$ cat src/rtl/kn_sub_pipe_if.sv
// Valid/ready stream bundle for kn_sub_pipe; out_ovf exists only when KN_SUB_OVF_EN is defined.
interface kn_sub_pipe_if #(
    parameter int WIDTH = 4
);
    logic             in_valid;
    logic             in_ready;
    logic [WIDTH-1:0] in_a;
    logic [WIDTH-1:0] in_b;
    logic             out_valid;
    logic             out_ready;
    logic [WIDTH-1:0] out_diff;
    logic             out_borrow;
`ifdef KN_SUB_OVF_EN
    logic             out_ovf;
`endif

    modport master (
        output in_valid, in_a, in_b, out_ready,
        input  in_ready, out_valid, out_diff, out_borrow
`ifdef KN_SUB_OVF_EN
        , input out_ovf
`endif
    );

    modport slave (
        input  in_valid, in_a, in_b, out_ready,
        output in_ready, out_valid, out_diff, out_borrow
`ifdef KN_SUB_OVF_EN
        , output out_ovf
`endif
    );
endinterface

$ cat src/rtl/kn_sub_pipe.sv
// Two-stage Kogge-Stone subtractor (a + ~b + 1) behind a valid/ready handshake.
// Define KN_SUB_OVF_EN to add the registered signed-overflow output out_ovf.
module kn_sub_pipe #(
    parameter int WIDTH = 4
) (
    input  logic          clk,
    input  logic          rst_n,
    kn_sub_pipe_if.slave  bus
);
    localparam int LEVELS = $clog2(WIDTH);
    localparam int MID    = (LEVELS + 1) / 2;

    logic             r_s1V;
    logic             r_s2V;
    logic [WIDTH-1:0] r_p;
    logic [WIDTH-1:0] r_G;
    logic [WIDTH-1:0] r_P;
    logic [WIDTH-1:0] r_diff;
    logic             r_borrow;

    logic             w_s1Adv;
    logic             w_s2Adv;
    logic [WIDTH-1:0] w_p;
    logic [WIDTH-1:0] w_G;
    logic [WIDTH-1:0] w_P;
    logic [WIDTH-1:0] w_G2;
    logic [WIDTH-1:0] w_P2;
    logic [WIDTH-1:0] w_carry;
    logic [WIDTH-1:0] w_diff;
    logic             w_borrow;

    assign w_s2Adv     = ~r_s2V | bus.out_ready;
    assign w_s1Adv     = ~r_s1V | w_s2Adv;
    assign bus.in_ready = w_s1Adv;

    // Lower half of the prefix tree; the constant carry-in of 1 is folded into bit 0.
    always_comb begin
        w_p    = bus.in_a ^ ~bus.in_b;
        w_G    = bus.in_a & ~bus.in_b;
        w_G[0] = w_G[0] | w_p[0];
        w_P    = w_p;
        for (int k = 0; k < MID; k++) begin
            for (int i = WIDTH - 1; i >= (1 << k); i--) begin
                w_G[i] = w_G[i] | (w_P[i] & w_G[i - (1 << k)]);
                w_P[i] = w_P[i] & w_P[i - (1 << k)];
            end
        end
    end

    always_comb begin
        w_G2 = r_G;
        w_P2 = r_P;
        for (int k = MID; k < LEVELS; k++) begin
            for (int i = WIDTH - 1; i >= (1 << k); i--) begin
                w_G2[i] = w_G2[i] | (w_P2[i] & w_G2[i - (1 << k)]);
                w_P2[i] = w_P2[i] & w_P2[i - (1 << k)];
            end
        end
        w_carry  = {w_G2[WIDTH-2:0], 1'b1};
        w_diff   = r_p ^ w_carry;
        w_borrow = ~w_G2[WIDTH-1];
    end

    always_ff @(posedge clk) begin
        if (!rst_n) begin
            r_s1V <= 1'b0;
            r_p   <= '0;
            r_G   <= '0;
            r_P   <= '0;
        end else if (w_s1Adv) begin
            r_s1V <= bus.in_valid;
            if (bus.in_valid) begin
                r_p <= w_p;
                r_G <= w_G;
                r_P <= w_P;
            end
        end
    end

    always_ff @(posedge clk) begin
        if (!rst_n) begin
            r_s2V    <= 1'b0;
            r_diff   <= '0;
            r_borrow <= 1'b0;
        end else if (w_s2Adv) begin
            r_s2V <= r_s1V;
            if (r_s1V) begin
                r_diff   <= w_diff;
                r_borrow <= w_borrow;
            end
        end
    end

    assign bus.out_valid  = r_s2V;
    assign bus.out_diff   = r_diff;
    assign bus.out_borrow = r_borrow;

`ifdef KN_SUB_OVF_EN
    // Operand sign bits ride along with stage 1 so overflow can be judged against the final diff.
    logic r_aMsb;
    logic r_bMsb;
    logic r_ovf;
    logic w_ovf;

    assign w_ovf = (r_aMsb != r_bMsb) & (w_diff[WIDTH-1] != r_aMsb);

    always_ff @(posedge clk) begin
        if (!rst_n) begin
            r_aMsb <= 1'b0;
            r_bMsb <= 1'b0;
        end else if (w_s1Adv && bus.in_valid) begin
            r_aMsb <= bus.in_a[WIDTH-1];
            r_bMsb <= bus.in_b[WIDTH-1];
        end
    end

    always_ff @(posedge clk) begin
        if (!rst_n) begin
            r_ovf <= 1'b0;
        end else if (w_s2Adv && r_s1V) begin
            r_ovf <= w_ovf;
        end
    end

    assign bus.out_ovf = r_ovf;
`endif
endmodule

$ cat src/flat_wrapper.sv
// flat-port wrapper written by rule: the top's interface ports become plain ports
module kn_sub_pipe_flat 
#(
    parameter int WIDTH = 4
)
  (clk, rst_n, bus_in_valid, bus_in_a, bus_in_b, bus_out_ready, bus_in_ready, bus_out_valid, bus_out_diff, bus_out_borrow);
  kn_sub_pipe_if #(.WIDTH(WIDTH)) bus_i ();
  input  logic clk;
  input  logic rst_n;
  input wire logic [$bits(bus_i.in_valid)-1:0] bus_in_valid;
  input wire logic [$bits(bus_i.in_a)-1:0] bus_in_a;
  input wire logic [$bits(bus_i.in_b)-1:0] bus_in_b;
  input wire logic [$bits(bus_i.out_ready)-1:0] bus_out_ready;
  output wire logic [$bits(bus_i.in_ready)-1:0] bus_in_ready;
  output wire logic [$bits(bus_i.out_valid)-1:0] bus_out_valid;
  output wire logic [$bits(bus_i.out_diff)-1:0] bus_out_diff;
  output wire logic [$bits(bus_i.out_borrow)-1:0] bus_out_borrow;
  assign bus_i.in_valid = bus_in_valid;
  assign bus_i.in_a = bus_in_a;
  assign bus_i.in_b = bus_in_b;
  assign bus_i.out_ready = bus_out_ready;
  assign bus_in_ready = bus_i.in_ready;
  assign bus_out_valid = bus_i.out_valid;
  assign bus_out_diff = bus_i.out_diff;
  assign bus_out_borrow = bus_i.out_borrow;
  kn_sub_pipe #(.WIDTH(WIDTH)) u_core (.clk(clk), .rst_n(rst_n), .bus(bus_i));
endmodule
$ cat config.mk
export PLATFORM = sky130hd
export DESIGN_NAME = kn_sub_pipe_flat
export DESIGN_NICKNAME = d
export VERILOG_FILES = /design/src/rtl/kn_sub_pipe_if.sv /design/src/rtl/kn_sub_pipe.sv /design/src/flat_wrapper.sv
export SDC_FILE = /design/constraint.sdc
export NUM_CORES = 1
export LEC_CHECK = 0
export BUFFER_PORTS_ARGS = -buffer_cell sky130_fd_sc_hd__buf_4
export CORE_AREA = 2 2 42 44
export CTS_CLUSTER_SIZE = 12
export DETAILED_ROUTE_END_ITERATION = 12
export DIE_AREA = 0 0 44 46
export MAX_ROUTING_LAYER = met4
export PLACE_DENSITY = 0.73
export SLEW_MARGIN = 20
export SYNTH_ARGS = -nofsm -noshare
export SYNTH_HDL_FRONTEND = slang
export SYNTH_SLANG_ARGS = --single-unit
$ cat constraint.sdc
create_clock -name clk -period 2 [get_ports clk]
set_input_delay 0.1 -clock clk [delete_from_list [all_inputs] [get_ports clk]]
set_output_delay 0.1 -clock clk [all_outputs]
set_load 0.02 [all_outputs]
# ---- Yosys cells after proc, flatten, opt, wreduce, memory -nomap -nowiden
# Cells that the tools add are included.
dict set report word_totals {
  regBits 19
  latch_bits 0
  mem_bits_rw 0
  romBits 0
  elab_cells 32
  n_memories 0
}
dict set report classes {
  n_addsub 0
  multipliers 0
  div_mod_pow 0
  n_lt_le_gt_ge 0
  eq_ne 0
  shifts 0
  n_mux 0
  bitwise 23
  reduce_logical 2
}
# cell n
set ops {}
lappend ops {{bitwise AND 1 bit} 8}
lappend ops {{bitwise OR 1 bit} 8}
lappend ops {{XOR 4 bit} 2}
lappend ops {{bitwise AND 4 bit} 1}
lappend ops {{NOT 4 bit} 1}
lappend ops {{AND reduction 2 bit} 2}
lappend ops {{NOT 1 bit} 3}

# ---- Logic depth before layout (Yosys ltp)
# Gate-level depths: netlist of the first run.
dict set report logic_depth {
  word_depth 5
  ltp_mapped 5
  ltp_nobuf 5
}

# ---- Worst setup path before layout of the first run
# Ideal clock, no wire load.
dict set report synth_path {
  kind {flip-flop to flip-flop}
  startpoint {reg u_core.r_s2V, in the netlist u_core.bus.out_valid}
  endpoint {reg u_core.r_G[1]}
  setup_ps 135
  t_arrival_ps 982
  required_time_ps 1865
  setup_slack_ps 883
  path_stages_with_launch 4
  cell_sequence {dfxtp_1 nand3b_2 a21oi_1 a211oi_1}
}
dict set report synth_via {
  elab_chain_cells 4
}
# element line
set synth_lines {}
lappend synth_lines {{start, declared} kn_sub_pipe.sv:14} ;# logic r_s2V;
lappend synth_lines {{start signal, assigned} kn_sub_pipe.sv:86} ;# r_s2V <= r_s1V;
lappend synth_lines {{NOT 1 bit} kn_sub_pipe.sv:32} ;# assign w_s2Adv = ~r_s2V | bus.out_ready;
lappend synth_lines {{bitwise OR 1 bit} kn_sub_pipe.sv:32}
lappend synth_lines {{bitwise OR 1 bit} kn_sub_pipe.sv:33} ;# assign w_s1Adv = ~r_s1V | w_s2Adv;
lappend synth_lines {{via bus_in_ready} flat_wrapper.sv:14} ;# output wire logic [$bits(bus_i.in_ready)-1:0] bus_in_ready;
lappend synth_lines {{AND reduction 2 bit (no line)} --}
lappend synth_lines {{end signal, assigned} kn_sub_pipe.sv:74} ;# r_G <= w_G;
lappend synth_lines {{end, declared} kn_sub_pipe.sv:16} ;# logic [WIDTH-1:0] r_G;
# The timed path passes the listed nets, and every way through them passes these cells.
# A chain may end at the register's enable or synchronous reset.

# ---- Worst setup path after layout of the first run
dict set report layout_path {
  startpoint {reg u_core.r_s1V}
  endpoint {out bus_in_ready}
}
dict set report layout_via {
  elab_chain_cells 2
}
# element line
set layout_lines {}
lappend layout_lines {{start, declared} kn_sub_pipe.sv:13} ;# logic r_s1V;
lappend layout_lines {{start signal, assigned} kn_sub_pipe.sv:71} ;# r_s1V <= bus.in_valid;
lappend layout_lines {{NOT 1 bit} kn_sub_pipe.sv:33}
lappend layout_lines {{bitwise OR 1 bit} kn_sub_pipe.sv:33}
lappend layout_lines {{end, declared} flat_wrapper.sv:14}
# No other way between the ends.

==> impl_metrics.tcl, run 1 <==
set metrics [dict create \
    status "completed" \
    cts_hold_buf 0 \
    cp_slowest_cell "dfxtp_1" \
    core_area_mm2 0.001614 \
    yosysSeqAreaShare_pct 43.45 \
    synth_common_cells "dfxtp_1, a21oi_1, inv_1, a211oi_1, nand2_1" \
    dieArea_mm2 0.002024 \
    via_per_inst 5.504 \
    critical_path_required_ns 1.90 \
    clock-skew-final_ns 0.01101 \
    critPathMaxFanout 9 \
    critPathKind "reg2out" \
    report.power.total_mw 0.6941 \
    post-route-period-util_pct 69.20 \
    synth.largest_area_cell "dfxtp_1" \
    numCtsBuffers 3 \
    netlist_area_um2 783.3 \
    grt_pass1_wl_um 2497 \
    num_io_pins 19 \
    cellPowerDensity_mw_per_mm2 734.8 \
    die_y_um 46 \
    worstSetupEndpoint "bus_in_ready" \
    slew_headroom_pct 72.22 \
    hold_viol_final 0 \
    clkSinkCount 17 \
    nNetsFinal 121 \
    n_fill_cell 148 \
    critPathBufInv 1 \
    vias 666 \
    grt_pass1_vias 599 \
    ys.flop_type "dfxtp_1" \
    drc 0 \
    cts_buffer_depth 2 \
    clock_latency_ns 0.30 \
    die_w_um 44 \
    syn-num-nets 102 \
    syn2layout_area_growth_pct 20.61 \
    wirelength_um 1533 \
    cp_slowest_stage_delay_ns 0.51 \
    ctsRootBufferMaster "clkbuf_4" \
    rsz0062_at_grt "false" \
    synth_most_common_cell "dfxtp_1" \
    numPortBuffers 18 \
    ant_nets 0 \
    grt-ovfl-total 0 \
    antenna_found_initial 0 \
    syn_inst 86 \
    crit_start "u_core.r_s1V$_SDFFE_PN0P_" \
    tightest_slew_ns 0.4163 \
    gp_congestion 0.7580 \
    clk_pin_slew_ns 0.11 \
    drive_gt1_share_pct 25.96 \
    multiInputGateArea_um2 386.6 \
    r2r-end "u_core.r_G[0]$_SDFFE_PN0P_" \
    start_util_pct 48.53 \
    r2r-start "u_core.r_s1V$_SDFFE_PN0P_" \
    cts_setup_buffers 0 \
    h-tree-depth 1 \
    min_path_type "in2reg" \
    regArea_um2 340.3 \
    syn_area_per_cell_um2 9.108 \
    slew_viol_final 0 \
    cp_cell_sequence "nand3b_2 -> buf_4" \
    maxCapViolCount 0 \
    fin_crit_ns 1.384 \
    cp_num_cells 2 \
    drtIter0Drc 15 \
    wire_per_inst_um 12.67 \
    diodes 0 \
    setup_tns_ns 0 \
    crit_family "flip-flops" \
    drt-pass1-iter-count 4 \
    final_util_pct 58.53 \
    cts_tree "yes" \
    dp_hpwl_um 1136 \
    synth_top_area_share_pct 43.45 \
    rows 15 \
    grt.total_usage_pct 17.69 \
    fmax_mhz 722.5 \
    cts_resized 0 \
    power_leakage_nw 0.4076 \
    ys_ff_latch 17 \
    synth_warnings 0 \
    worst_ep_arrival_time_ns 1.28 \
    synth_cell_types 24 \
    endpoint_kind "output pin" \
    synth.top_cells.by_area "dfxtp_1, a21oi_1, a211oi_1" \
    reg2reg_depth 3 \
    grt_max_degree 14 \
    synth_edf_count 0 \
    startpoint_type "flip-flop" \
    synthArstFlopShare_pct 0 \
    r2r_setup_slack_ns 0.85 \
    ir_drop_v 0.0004186 \
    setup_viol 0 \
]
==> through the flow <==
stage          hold WS [ns]  std cells  cell area [um^2]  setup slack, ns
3_3_place_gp         0.4278        117             917.1           0.9236
5_1_grt              0.1235        121             944.7           0.5388
6_report             0.1091        121             944.7           0.6159
3_5_place_dp         0.4200        117             917.1           0.8503
4_1_cts              0.1089        121             944.7           0.6053
2_1_floorplan        0.2669         86             783.3           0.8829
==> worst register-to-register path: stages (launching register included) <==
cell,delay (ns)
dfxtp_1,0.51
nand3b_2,0.24
a21oi_1,0.22
a211oi_1,0.07
==> layout make-up <==
cell class | instances | share of cell area, %
clock buffer | 3 | 2.384
clock inverter | 1 | 0.5298
inverter | 9 | 3.576
multi-input combinational | 56 | 40.93
sequential | 17 | 36.03
tap | 17 | 2.252
timing repair buffer | 18 | 14.30
==> registers in the layout, indices dropped and copies added (netlist names) <==
register	cells
u_core.bus.out_diff	4
u_core.r_G	4
u_core.r_P	3
u_core.r_p	3
u_core.bus.out_borrow	1
u_core.bus.out_valid	1
u_core.r_s1V	1
==> cell families (layout without fill, tap and decap cells) <==
kind of cell | Yosys count | count (layout) | share of synthesized area, %
AOI/OAI and AO/OA | 30 | 30 | 24.60
xor gates and xnor gates | 2 | 2 | 2.237
adders and majority gates | 4 | 4 | 6.390
buffers and inverters | 13 | 31 | 7.188
DFF | 17 | 17 | 43.45
muxes | 3 | 3 | 3.834
and+or+nand+nor | 17 | 17 | 12.30
==> worst min path at each step <==
stage	startpoint	end	slack, ns	cells past startpoint
6_report	rst_n	u_core.r_p[2]$_SDFFE_PN0P_	0.11	3
5_1_grt	rst_n	u_core.r_p[2]$_SDFFE_PN0P_	0.12	3
4_1_cts	rst_n	u_core.r_p[2]$_SDFFE_PN0P_	0.11	3
3_5_place_dp	bus_in_valid	u_core.r_p[3]$_SDFFE_PN0P_	0.42	3
3_3_place_gp	bus_in_valid	u_core.r_p[2]$_SDFFE_PN0P_	0.43	3
2_1_floorplan	rst_n	u_core.r_P[3]$_SDFFE_PN0P_	0.27	2
==> power breakdown <==
| group | total (mW) | leakage, nW | switching [mW] | internal [mW] |
|---|---|---|---|---|
| registers | 0.380 | 0.140 | 0.0173 | 0.363 |
| clock network | 0.189 | 0.0177 | 0.115 | 0.0747 |
| logic | 0.124 | 0.250 | 0.0652 | 0.0592 |
| total | 0.694 | 0.408 | 0.197 | 0.497 |
==> cells in the final DEF (no fill, tap or decap), drive strengths merged <==
cell	Yosys	routed
buf	2	18
dfxtp	17	17
a21oi	16	16
inv	9	9
a211oi	7	7
nand2	6	6
ha	4	4
o21ai	4	4
nand3	3	3
mux2i	3	3
nand4	3	3
clkbuf	2	3
nor2	2	2
xnor2	2	2
nand3b	1	1
nor2b	1	1
or2b	1	1
a2111o	1	1
o22ai	1	1
o31ai	1	1
clkinv	0	1
==> layer usage <==
metal / part of all wire [%] / GRT usage, %
met5: 0 / -
met4: 1.5 / 7.879
met3: 6.1 / 5.952
met2: 48 / 27.94
met1: 44 / 20.29
Note: power is estimated with default switching activity, not from simulation.
==> run 2, diff against run 1 <==
CORE_AREA = 2 2 43 45   (was 2 2 42 44)
DIE_AREA = 0 0 45 47   (was 0 0 44 46)
PLACE_DENSITY = 0.7   (was 0.73)
clock period = 1.3 ns   (was 2 ns; I/O delays follow)
==> impl_metrics.tcl, run 2 (same netlist as run 1, synthesis figures left out) <==
set metrics [dict create \
    numPortBuffers 18 \
    gp_congestion 0.7974 \
    most-common-layout-cells "buf_4, dfxtp_1, a21oi_1, inv_1, a211oi_1" \
    wire_per_inst_um 12.45 \
    post-route-period-util_pct 93.03 \
    worstSetupEndpoint "bus_in_ready" \
    status "completed" \
    r2r-end "u_core.r_P[2]$_SDFFE_PN0P_" \
    endpoint_kind "output pin" \
    cp_slowest_cell "dfxtp_2" \
    slew_viol_final 0 \
    clkSinkCount 17 \
    multiInputGateArea_um2 386.6 \
    cts_hold_buf 0 \
    die_w_um 45 \
    tightest_slew_ns 0.3287 \
    setup_tns_ns 0 \
    drt-pass1-iter-count 4 \
    via_per_inst 5.475 \
    h-tree-depth 1 \
    startpoint_type "flip-flop" \
    start_util_pct 47.42 \
    slew_headroom_pct 78.04 \
    drtIter0Drc 15 \
    setup_ws_ns 0.09064 \
    critical_path_required_ns 1.24 \
    antenna_found_initial 0 \
    rows 15 \
    cp_slowest_stage_delay_ns 0.43 \
    r2r_setup_slack_ns 0.20 \
    cts_buffer_depth 2 \
    regArea_um2 341.6 \
    critPathKind "reg2out" \
    dieArea_mm2 0.002115 \
    num_io_pins 19 \
    final_common_cell "buf_4" \
    grt.total_usage_pct 18.08 \
    ctsRootBufferMaster "clkbuf_4" \
    rsz0062_at_grt "false" \
    grt_max_degree 13 \
    grt-ovfl-total 0 \
    nNetsFinal 122 \
    ir_drop_v 0.0005117 \
    n_fill_cell 166 \
    fmax_mhz 826.9 \
    cp_cell_sequence "nand3b_2 -> buf_4" \
    vias 668 \
    clock_latency_ns 0.27 \
    core_area_mm2 0.001652 \
    drive_gt1_share_pct 26.67 \
    clk_pin_slew_ns 0.09 \
    grt_pass1_vias 625 \
    drc 0 \
    critPathMaxFanout 9 \
    dp_hpwl_um 1177 \
    hold_viol_final 0 \
    numCtsBuffers 3 \
    diodes 0 \
    crit_start "u_core.r_s1V$_SDFFE_PN0P_" \
    wirelength_um 1519 \
    min_path_type "in2reg" \
    setup_viol 0 \
    grt_pass1_wl_um 2704 \
    syn2layout_area_growth_pct 21.57 \
    die_y_um 47 \
    ant_nets 0 \
    worst_ep_arrival_time_ns 1.14 \
    fin_crit_ns 1.209 \
    cts_tree "yes" \
    clock-skew-final_ns 0.0006244 \
    post-place-ws_ns 0.1670 \
    power_leakage_nw 0.4099 \
    cellPowerDensity_mw_per_mm2 1098 \
    maxCapViolCount 0 \
    reg2reg_depth 3 \
    r2r-start "u_core.bus.out_valid$_SDFFE_PN0P_" \
]
run 2: repair_timing:
item | CTS | global route
buffers inserted | 0 | 0
gates resized for setup | 1 | 0
endpoints found under the setup margin | 1 | 0
run 2: how the worst min path moves through the flow:
stage	start	end	depth (start not counted)
floorplan	rst_n	u_core.r_P[3]$_SDFFE_PN0P_	2
global route	bus_in_valid	u_core.r_p[2]$_SDFFE_PN0P_	3
global placement	bus_in_valid	u_core.r_p[2]$_SDFFE_PN0P_	3
finish	rst_n	u_core.r_p[2]$_SDFFE_PN0P_	3
CTS	rst_n	u_core.r_p[2]$_SDFFE_PN0P_	3
detailed placement	bus_in_valid	u_core.r_p[2]$_SDFFE_PN0P_	3
run 2: worst max-delay path: cells and delay by family, from the launching register on:
family | cells | cell delay [ns]
buffers and inverters | 1 | 0.23
AND/OR/NAND/NOR | 1 | 0.22
flip-flops | 1 | 0.43
run 2: per-stage QoR:
stage / cells / power (mW) / utilization [%] / hold WS, ns / cell area, um^2
global placement: 118 / 0.7875 / 55.98 / 0.3878 / 924.6
finish: 122 / 1.045 / 57.65 / 0.1068 / 952.2
floorplan: 86 / 0.7195 / - / 0.2319 / 783.3
CTS: 122 / 1.061 / 57.65 / 0.1000 / 952.2
global route: 122 / 1.111 / 57.65 / 0.09860 / 952.2
detailed placement: 118 / 0.7918 / 55.98 / 0.4001 / 924.6
run 2: metal layers:
| layer | GRT usage (%) | part of all wire, % |
|---|---|---|
| met1 | 23.47 | 46 |
| met2 | 27.71 | 47 |
| met3 | 3.462 | 5.9 |
| met4 | 7.059 | 0.79 |
| met5 | - | 0 |
run 2: layout make-up:
type / instances / area share [%]
flip-flops and latches: 17 / 35.87
inverters: 9 / 3.548
repair buffers: 19 / 14.98
well taps: 17 / 2.234
multi-input cells: 56 / 40.60
clock buffers: 4 / 2.760
run 2: where the power goes:
part           internal [mW]  switching [mW]
combinational         0.0928          0.0990
clock                  0.119           0.148
sequential             0.559          0.0272
